`src/rtl/instr_ctrl_pkg.sv`:
```
// Shared encodings for the instruction fetch/decode controller: FSM states,
// major opcodes, ALU opcodes and instruction field positions.
package instr_ctrl_pkg;

    typedef enum logic [2:0] {
        ST_FETCH  = 3'd0,
        ST_DECODE = 3'd1,
        ST_READ   = 3'd2,
        ST_WRITE  = 3'd3,
        ST_RETIRE = 3'd4,
        ST_HALT   = 3'd5,
        ST_FAULT  = 3'd6
    } state_e;

    typedef enum logic [1:0] {
        ALU_AND = 2'd0,
        ALU_OR  = 2'd1,
        ALU_ADD = 2'd2,
        ALU_SLT = 2'd3
    } alu_op_e;

    localparam logic [3:0] MAJ_NOP  = 4'd0;
    localparam logic [3:0] MAJ_ALU  = 4'd1;
    localparam logic [3:0] MAJ_HALT = 4'd15;

    localparam int RS1_LSB   = 0;
    localparam int RS2_LSB   = 2;
    localparam int RD_LSB    = 4;
    localparam int ALUOP_LSB = 6;
    localparam int BINV_BIT  = 8;
    localparam int RSVD_LSB  = 9;
    localparam int MAJOR_LSB = 12;

endpackage

```
`src/rtl/instr_decode.sv`:
```
// Combinational field extraction and legality check of the instruction register.
// Zero latency; no flow control.
module instr_decode
    import instr_ctrl_pkg::*;
#(
    parameter int IW = 16
)(
    input  logic [IW-1:0] ir_i,
    output logic [1:0]    rs1_o,
    output logic [1:0]    rs2_o,
    output logic [1:0]    rd_o,
    output logic [1:0]    alu_op_o,
    output logic          binv_o,
    output logic          is_alu_o,
    output logic          is_halt_o,
    output logic          illegal_o
);

    logic [3:0] major;
    logic [2:0] unused_rsvd;

    assign major       = ir_i[MAJOR_LSB +: 4];
    assign unused_rsvd = ir_i[RSVD_LSB +: 3];

    assign rs1_o    = ir_i[RS1_LSB +: 2];
    assign rs2_o    = ir_i[RS2_LSB +: 2];
    assign rd_o     = ir_i[RD_LSB +: 2];
    assign alu_op_o = ir_i[ALUOP_LSB +: 2];
    assign binv_o   = ir_i[BINV_BIT];

    assign is_alu_o  = (major == MAJ_ALU);
    assign is_halt_o = (major == MAJ_HALT);
    assign illegal_o = !(is_alu_o || is_halt_o || (major == MAJ_NOP));

endmodule

```
`src/rtl/instr_ctrl.sv`:
```
// Multi-cycle fetch/decode sequencer: FETCH (req/ack, timeout) -> DECODE -> READ -> WRITE -> RETIRE.
// ALU instruction = fetch wait + 4 cycles; fetch stalls on imem_ack until FETCH_TIMEOUT, then FAULT.
module instr_ctrl
    import instr_ctrl_pkg::*;
#(
    parameter int AW            = 4,
    parameter int IW            = 16,
    parameter int FETCH_TIMEOUT = 15,
    parameter int RCNT_W        = 8
)(
    input  logic              clk,
    input  logic              rst,
    input  logic [AW-1:0]     pc_addr,
    output logic              imem_req,
    output logic [AW-1:0]     imem_addr,
    input  logic              imem_ack,
    input  logic [IW-1:0]     imem_rdata,
    output logic [IW-1:0]     instruction,
    output logic [1:0]        opcode,
    output logic              binv,
    output logic              rw,
    output logic              pc_inc,
    output logic              halted,
    output logic              fault,
    output logic [RCNT_W-1:0] retired
);

    localparam int            TW       = $clog2(FETCH_TIMEOUT + 1);
    localparam logic [TW-1:0] TMO_LAST = TW'(FETCH_TIMEOUT - 1);

    state_e            state_q, state_d;
    logic [IW-1:0]     ir_q, ir_d;
    logic [TW-1:0]     tmo_q, tmo_d;
    logic [RCNT_W-1:0] ret_q, ret_d;
    alu_op_e           op_q, op_d;
    logic              binv_q, binv_d;
    logic [AW-1:0]     addr_q, addr_d;
    logic              req_en_q;

    logic [1:0] dec_rs1, dec_rs2, dec_rd, dec_alu_op;
    logic       dec_binv, dec_is_alu, dec_is_halt, dec_illegal;
    logic       unused_fields;

    instr_decode #(.IW(IW)) u_decode (
        .ir_i      (ir_q),
        .rs1_o     (dec_rs1),
        .rs2_o     (dec_rs2),
        .rd_o      (dec_rd),
        .alu_op_o  (dec_alu_op),
        .binv_o    (dec_binv),
        .is_alu_o  (dec_is_alu),
        .is_halt_o (dec_is_halt),
        .illegal_o (dec_illegal)
    );

    // Register operands are routed to the datapath straight from the IR.
    assign unused_fields = ^{dec_rs1, dec_rs2, dec_rd};

    assign instruction = ir_q;
    assign opcode      = op_q;
    assign binv        = binv_q;
    assign retired     = ret_q;

    always_ff @(posedge clk) begin
        if (rst) begin
            state_q  <= ST_FETCH;
            ir_q     <= '0;
            tmo_q    <= '0;
            ret_q    <= '0;
            op_q     <= ALU_AND;
            binv_q   <= 1'b0;
            addr_q   <= '0;
            req_en_q <= 1'b0;
        end else begin
            state_q  <= state_d;
            ir_q     <= ir_d;
            tmo_q    <= tmo_d;
            ret_q    <= ret_d;
            op_q     <= op_d;
            binv_q   <= binv_d;
            addr_q   <= addr_d;
            req_en_q <= 1'b1;
        end
    end

    always_comb begin
        state_d   = state_q;
        ir_d      = ir_q;
        tmo_d     = tmo_q;
        ret_d     = ret_q;
        op_d      = op_q;
        binv_d    = binv_q;
        addr_d    = addr_q;
        imem_req  = 1'b0;
        imem_addr = addr_q;
        rw        = 1'b1;
        pc_inc    = 1'b0;
        halted    = 1'b0;
        fault     = 1'b0;
        case (state_q)
            ST_FETCH: begin
                // First FETCH cycle: present the live PC and capture it for the rest of the wait.
                if (tmo_q == '0) begin
                    addr_d = pc_addr;
                    if (req_en_q) imem_addr = pc_addr;
                end
                if (req_en_q) begin
                    imem_req = 1'b1;
                    if (imem_ack) begin
                        ir_d    = imem_rdata;
                        tmo_d   = '0;
                        state_d = ST_DECODE;
                    end else if (tmo_q == TMO_LAST) begin
                        tmo_d   = '0;
                        state_d = ST_FAULT;
                    end else begin
                        tmo_d = tmo_q + TW'(1);
                    end
                end
            end
            ST_DECODE: begin
                if (dec_illegal) begin
                    state_d = ST_FAULT;
                end else if (dec_is_alu) begin
                    op_d    = alu_op_e'(dec_alu_op);
                    binv_d  = dec_binv;
                    state_d = ST_READ;
                end else if (dec_is_halt) begin
                    ret_d   = ret_q + RCNT_W'(1);
                    state_d = ST_HALT;
                end else begin
                    state_d = ST_RETIRE;
                end
            end
            ST_READ: state_d = ST_WRITE;
            ST_WRITE: begin
                rw      = 1'b0;
                state_d = ST_RETIRE;
            end
            ST_RETIRE: begin
                pc_inc  = 1'b1;
                ret_d   = ret_q + RCNT_W'(1);
                state_d = ST_FETCH;
            end
            ST_HALT:  halted = 1'b1;
            ST_FAULT: fault  = 1'b1;
            default:  state_d = ST_FAULT;
        endcase
    end

endmodule
```
`config.mk`:
```
export PLATFORM = sky130hd
export DESIGN_NAME = instr_ctrl
export DESIGN_NICKNAME = d
export VERILOG_FILES = /design/src/rtl/instr_ctrl_pkg.sv /design/src/rtl/instr_decode.sv /design/src/rtl/instr_ctrl.sv
export SDC_FILE = /design/constraint.sdc
export NUM_CORES = 1
export LEC_CHECK = 0
export CAP_MARGIN = 10
export CORE_ASPECT_RATIO = 0.7
export CORE_MARGIN = 2
export CORE_UTILIZATION = 45
export CTS_CLUSTER_SIZE = 10
export DETAILED_ROUTE_END_ITERATION = 10
export GPL_TIMING_DRIVEN = 0
export HOLD_SLACK_MARGIN = 0.03
export PLACE_DENSITY = 0.77
export SYNTH_ARGS = -nofsm -noshare
export SYNTH_HDL_FRONTEND = slang
export SYNTH_SLANG_ARGS = --single-unit
```
`constraint.sdc`:
```
create_clock -name clk -period 2 [get_ports clk]
set_input_delay 0.4 -clock clk [delete_from_list [all_inputs] [get_ports clk]]
set_output_delay 0.4 -clock clk [all_outputs]
set_load 0.02 [all_outputs]
```
==> reports/qor_table.md <==
| Metric | This run | Unit |
|---|---|---|
| Outcome | finished with violations | - |
| Failing checks | setup timing | - |
| Number of hold violations in the final report | 0 | - |
| Global-route wire length before repair | 6872 | um |
| Share of the core filled with cells | 0.7101 | - |
| Number of maximum-capacitance constraint violations | 0 | - |
| Switching power | 0.5641 | mW |
| Worst hold path stage count | 2 | - |
| Number of optimization iterations in the first detailed-route pass | 4 | - |
| Residual antenna-violating net count after detailed routing | 0 | - |
| Non-filler instance count after layout | 327 | - |
| Register-to-register path setup slack | 0.15 | ns |
| DR iter-0 viols | 39 | - |
| Number of clock sinks seen by CTS | 39 | - |
| Buffers on Ports | 56 | - |
| Netlist area before placement | 1760 | sq um |
| Post-synthesis average cell area | 8.423 | sq um |
| Transition at the pin with the smallest max-transition slack | 0.4949 | ns |
| Leakage power total | 1.001 | nW |
| Worst hold slack after final layout | 0.4555 | ns |
| Pwr/cell area | 761.8 | nW/um^2 |
| Synth cell types | 37 | - |
| Cells traversed along the worst timing path | inv_2, ha_4, nor4b_4, nand3_2, mux2_4, buf_6 | - |
| Post-synth top area share | 0.4435 | - |
| Share of cells above drive strength 1 | 0.1480 | - |
| Clock latency on the worst-skew pair | 0.28 | ns |
| Cell type with the largest total area after synthesis | dfxtp_1 | - |
| Dominant combinational cell family by area after synthesis | simple AND/OR/NAND/NOR gates | - |
| HP Class | reg -> reg | - |
| Clock skew | 0.003358 | ns |
| Overall Power | 1.962 | mW |
| Via count of the first global-routing pass | 1490 | - |
| Clock tree from TritonCTS | built | - |
| Worst setup path category | reg -> out | - |
| Worst reg2reg path startpoint | state_q[0] | - |
| Fin crit period | 2.135 | ns |
| Post-route DRC violation count | 0 | - |
| Diode insertion count for antenna repair | 0 | - |
| Hold EP | instruction[0] | - |
| Floorplan die width | 78.76 | um |
| Buffer levels on the longest clock path | 2 | - |
| Switching portion of total power | 0.2876 | - |
| Most repeated cell in the gate-level netlist after synthesis | nand2_1 | - |
| Post-synthesis compound-gate area fraction | 0.1599 | - |
| Area overhead of the layout relative to synthesis | 46.27 | % |
| Worst-case setup margin in the final layout | -0.1351 | ns |
| # placed instances | 315 | - |
| Worst stage delay on the critical path | 0.34 | ns |
| Detail Placement HPWL | 2936 | um |
| Critical path capture point type | output port | - |
| Net Count, Synth | 236 | - |
| Slowest cell on the critical path | mux2_4 | - |
| Max rail drop VDD | 0.5613 | mV |
| Starting density of the core | 0.4855 | - |
| Worst reg-to-reg path cell count | 7 | - |
| H-tree depth reported by CTS | 2 | - |
| Worst slew margin | 0.6700 | - |
| Share of synthesized cell area in and, or, nand and nor gates | 0.2310 | - |
| Worst EP required | 1.60 | ns |
| Placeable Area | 3626 | sq um |
| Fmax | 468.4 | MHz |
| Wire per inst | 13.02 | um |
| Hold path startpoint | instruction[0] | - |
| Register share of total power | 0.439 | - |
| Placement Setup Slack | -0.4140 | ns |
| Slew Limit Fails | 0 | - |
| Synthesized instance count | 209 | - |
| Via total after detailed routing | 1673 | - |
| Proportion of power drawn by the clock network | 0.296 | - |
| Final count of negative-setup-slack endpoints | 4 | - |
| Share of flip-flops with an asynchronous set or reset | 0 | - |
| Library cell used as clock root buffer | clkbuf_8 | - |
| Drt total wl | 4259 | um |
| Sum of negative setup slack | -0.5222 | ns |
| Crit start category | flop | - |
| Ratio of final minimum period to clock period | 1.068 | - |
| Post-route standard cell area excluding fillers | 2575 | sq um |
| GRT Overall Usage | 0.1964 | - |
| Y dimension of the die | 56.33 | um |
| Share of the yosys chip area belonging to registers | 0.4435 | - |
| Portion of total power attributed to combinational logic | 0.266 | - |
| Pin count of the biggest net entering global routing | 12 | - |
| Final net count | 303 | - |
| Critical path data arrival time | 1.74 | ns |
| Std cell rows | 18 | - |
| FF+latch count, synth | 39 | - |
| Top cells by count, synth | nand2_1 (40), dfxtp_1 (39), a21oi_1 (29) | - |
| Number of synthesis warnings | 0 | - |
| Die Footprint | 4436 | sq um |
| Via-per-instance ratio | 5.116 | - |
| Placed cell areas | 2384 | sq um |
| Mux contribution to synthesized area | 0.07107 | - |
| Post-synthesis share of cell area spent on full adders, half adders and majority gates | 0.02843 | - |
| Prevailing post-synth register cell | dfxtp_1 | - |
| Number of antenna violations at the first check in global routing | 0 | - |
| Unrepaired setup endpoints after global routing | yes | - |
| Clock-pin slew reported for the worst setup and hold paths after clock tree synthesis | 0.07 | ns |
| Internal Pwr Total | 1.398 | mW |
| Total congestion overflow after global routing | 0 | - |
| Routability congestion estimate | 0.8225 | - |
| Number of buffers created by CTS | 5 | - |
| Maximum fanout along the worst path | 4 | - |
| Parity-gate share of the synthesized area counting xor and xnor cells | 0 | - |
| Number of enable flip-flop cells after synthesis | 0 | - |
| CTS Hold Bufs | 0 | - |
| Ranking of synthesized cells by area | dfxtp_1 (44%), nand2_1 (8.5%), a21oi_1 (8.2%) | - |
| RR Endpoint | instruction[8] | - |
| Total I/O pin count | 59 | - |
| Beginning of the critical path | tmo_q[0] | - |
==> power by group through the flow <==
stage | registers [mW] | clock network [mW] | logic [mW]
final | 0.861 | 0.580 | 0.521
after global routing | 0.867 | 0.624 | 0.563
after CTS | 0.861 | 0.581 | 0.499
after detailed placement | 0.878 | 0 | 0.477
after global placement | 0.876 | 0 | 0.474
after floorplan | 0.897 | 0 | 0.271
==> flip-flops by register name, indices dropped and copies added, names as in the netlist <==
register     cells
state_q          3
req_en_q         1
retired          8
opcode           2
addr_q           4
tmo_q            4
binv             1
instruction     16
==> how the worst max path moves through the flow <==
| stage | slack, ns | end | cells after the start |
|---|---|---|---|
| CTS | -0.1 | imem_addr[3] | 5 |
| floorplan | 0.21 | instruction[1] | 8 |
| global placement | -0.44 | imem_addr[1] | 6 |
| global route | -0.20 | imem_addr[0] | 6 |
| finish | -0.14 | imem_addr[1] | 6 |
| detailed placement | -0.41 | imem_addr[1] | 5 |
==> layer usage <==
layer | global-route usage | routed length [um]
met5 | 0 | 0
met2 | 0.2674 | 1741
met3 | 0.07878 | 323
met4 | 0.05764 | 17
met1 | 0.2828 | 2178
==> cell type report <==
cell class                 instances  area [sq um]
clock buffer                       8         100.1
timing repair buffer              61         593.1
fill                             293          1051
tap                               50         62.56
sequential                        39         787.0
inverter                           9         36.28
multi-input combinational        147         909.6
buffer                            13         86.33
==> cell usage in the layout, fill, tap and decap left out, types with 2 or more instances in the layout <==
cell / instances
a211oi_1: 2
a21oi_1: 29
and2_1: 3
and3_1: 2
buf_2: 2
buf_4: 7
buf_6: 6
clkbuf_1: 7
clkbuf_8: 8
clkdlybuf4s50_1: 47
dfxtp_1: 36
dfxtp_2: 2
dlygate4sd2_1: 4
ha_1: 3
inv_1: 6
inv_2: 2
mux2_4: 3
mux2i_1: 8
nand2_1: 40
nand3_1: 4
nor2_1: 12
nor4_1: 2
o21ai_0: 5
o31ai_1: 5
or3_1: 3
or4_1: 6
==> cells by family after synthesis <==
group	after synthesis
adders and majority gates	4
and+or+nand+nor	83
AOI/OAI and AO/OA	48
muxes	12
buffers and inverters	23
DFF	39
==> critical path, delay by kind of cell (launching register included) <==
| family | cells | cell delay (ns) |
|---|---|---|
| flip-flops | 1 | 0.33 |
| multiplexers | 1 | 0.34 |
| adder cells (fa/ha/maj) | 1 | 0.13 |
| buffers and inverters | 2 | 0.21 |
| AND/OR/NAND/NOR | 2 | 0.44 |
==> repair_timing <==
item | in CTS | in global routing
resized for setup | 42 | 14
pin swaps | 2 | 2
setup buffers | 3 | 2
endpoints found under the setup margin | 9 | 15
Power figures use the tool's default switching activity.
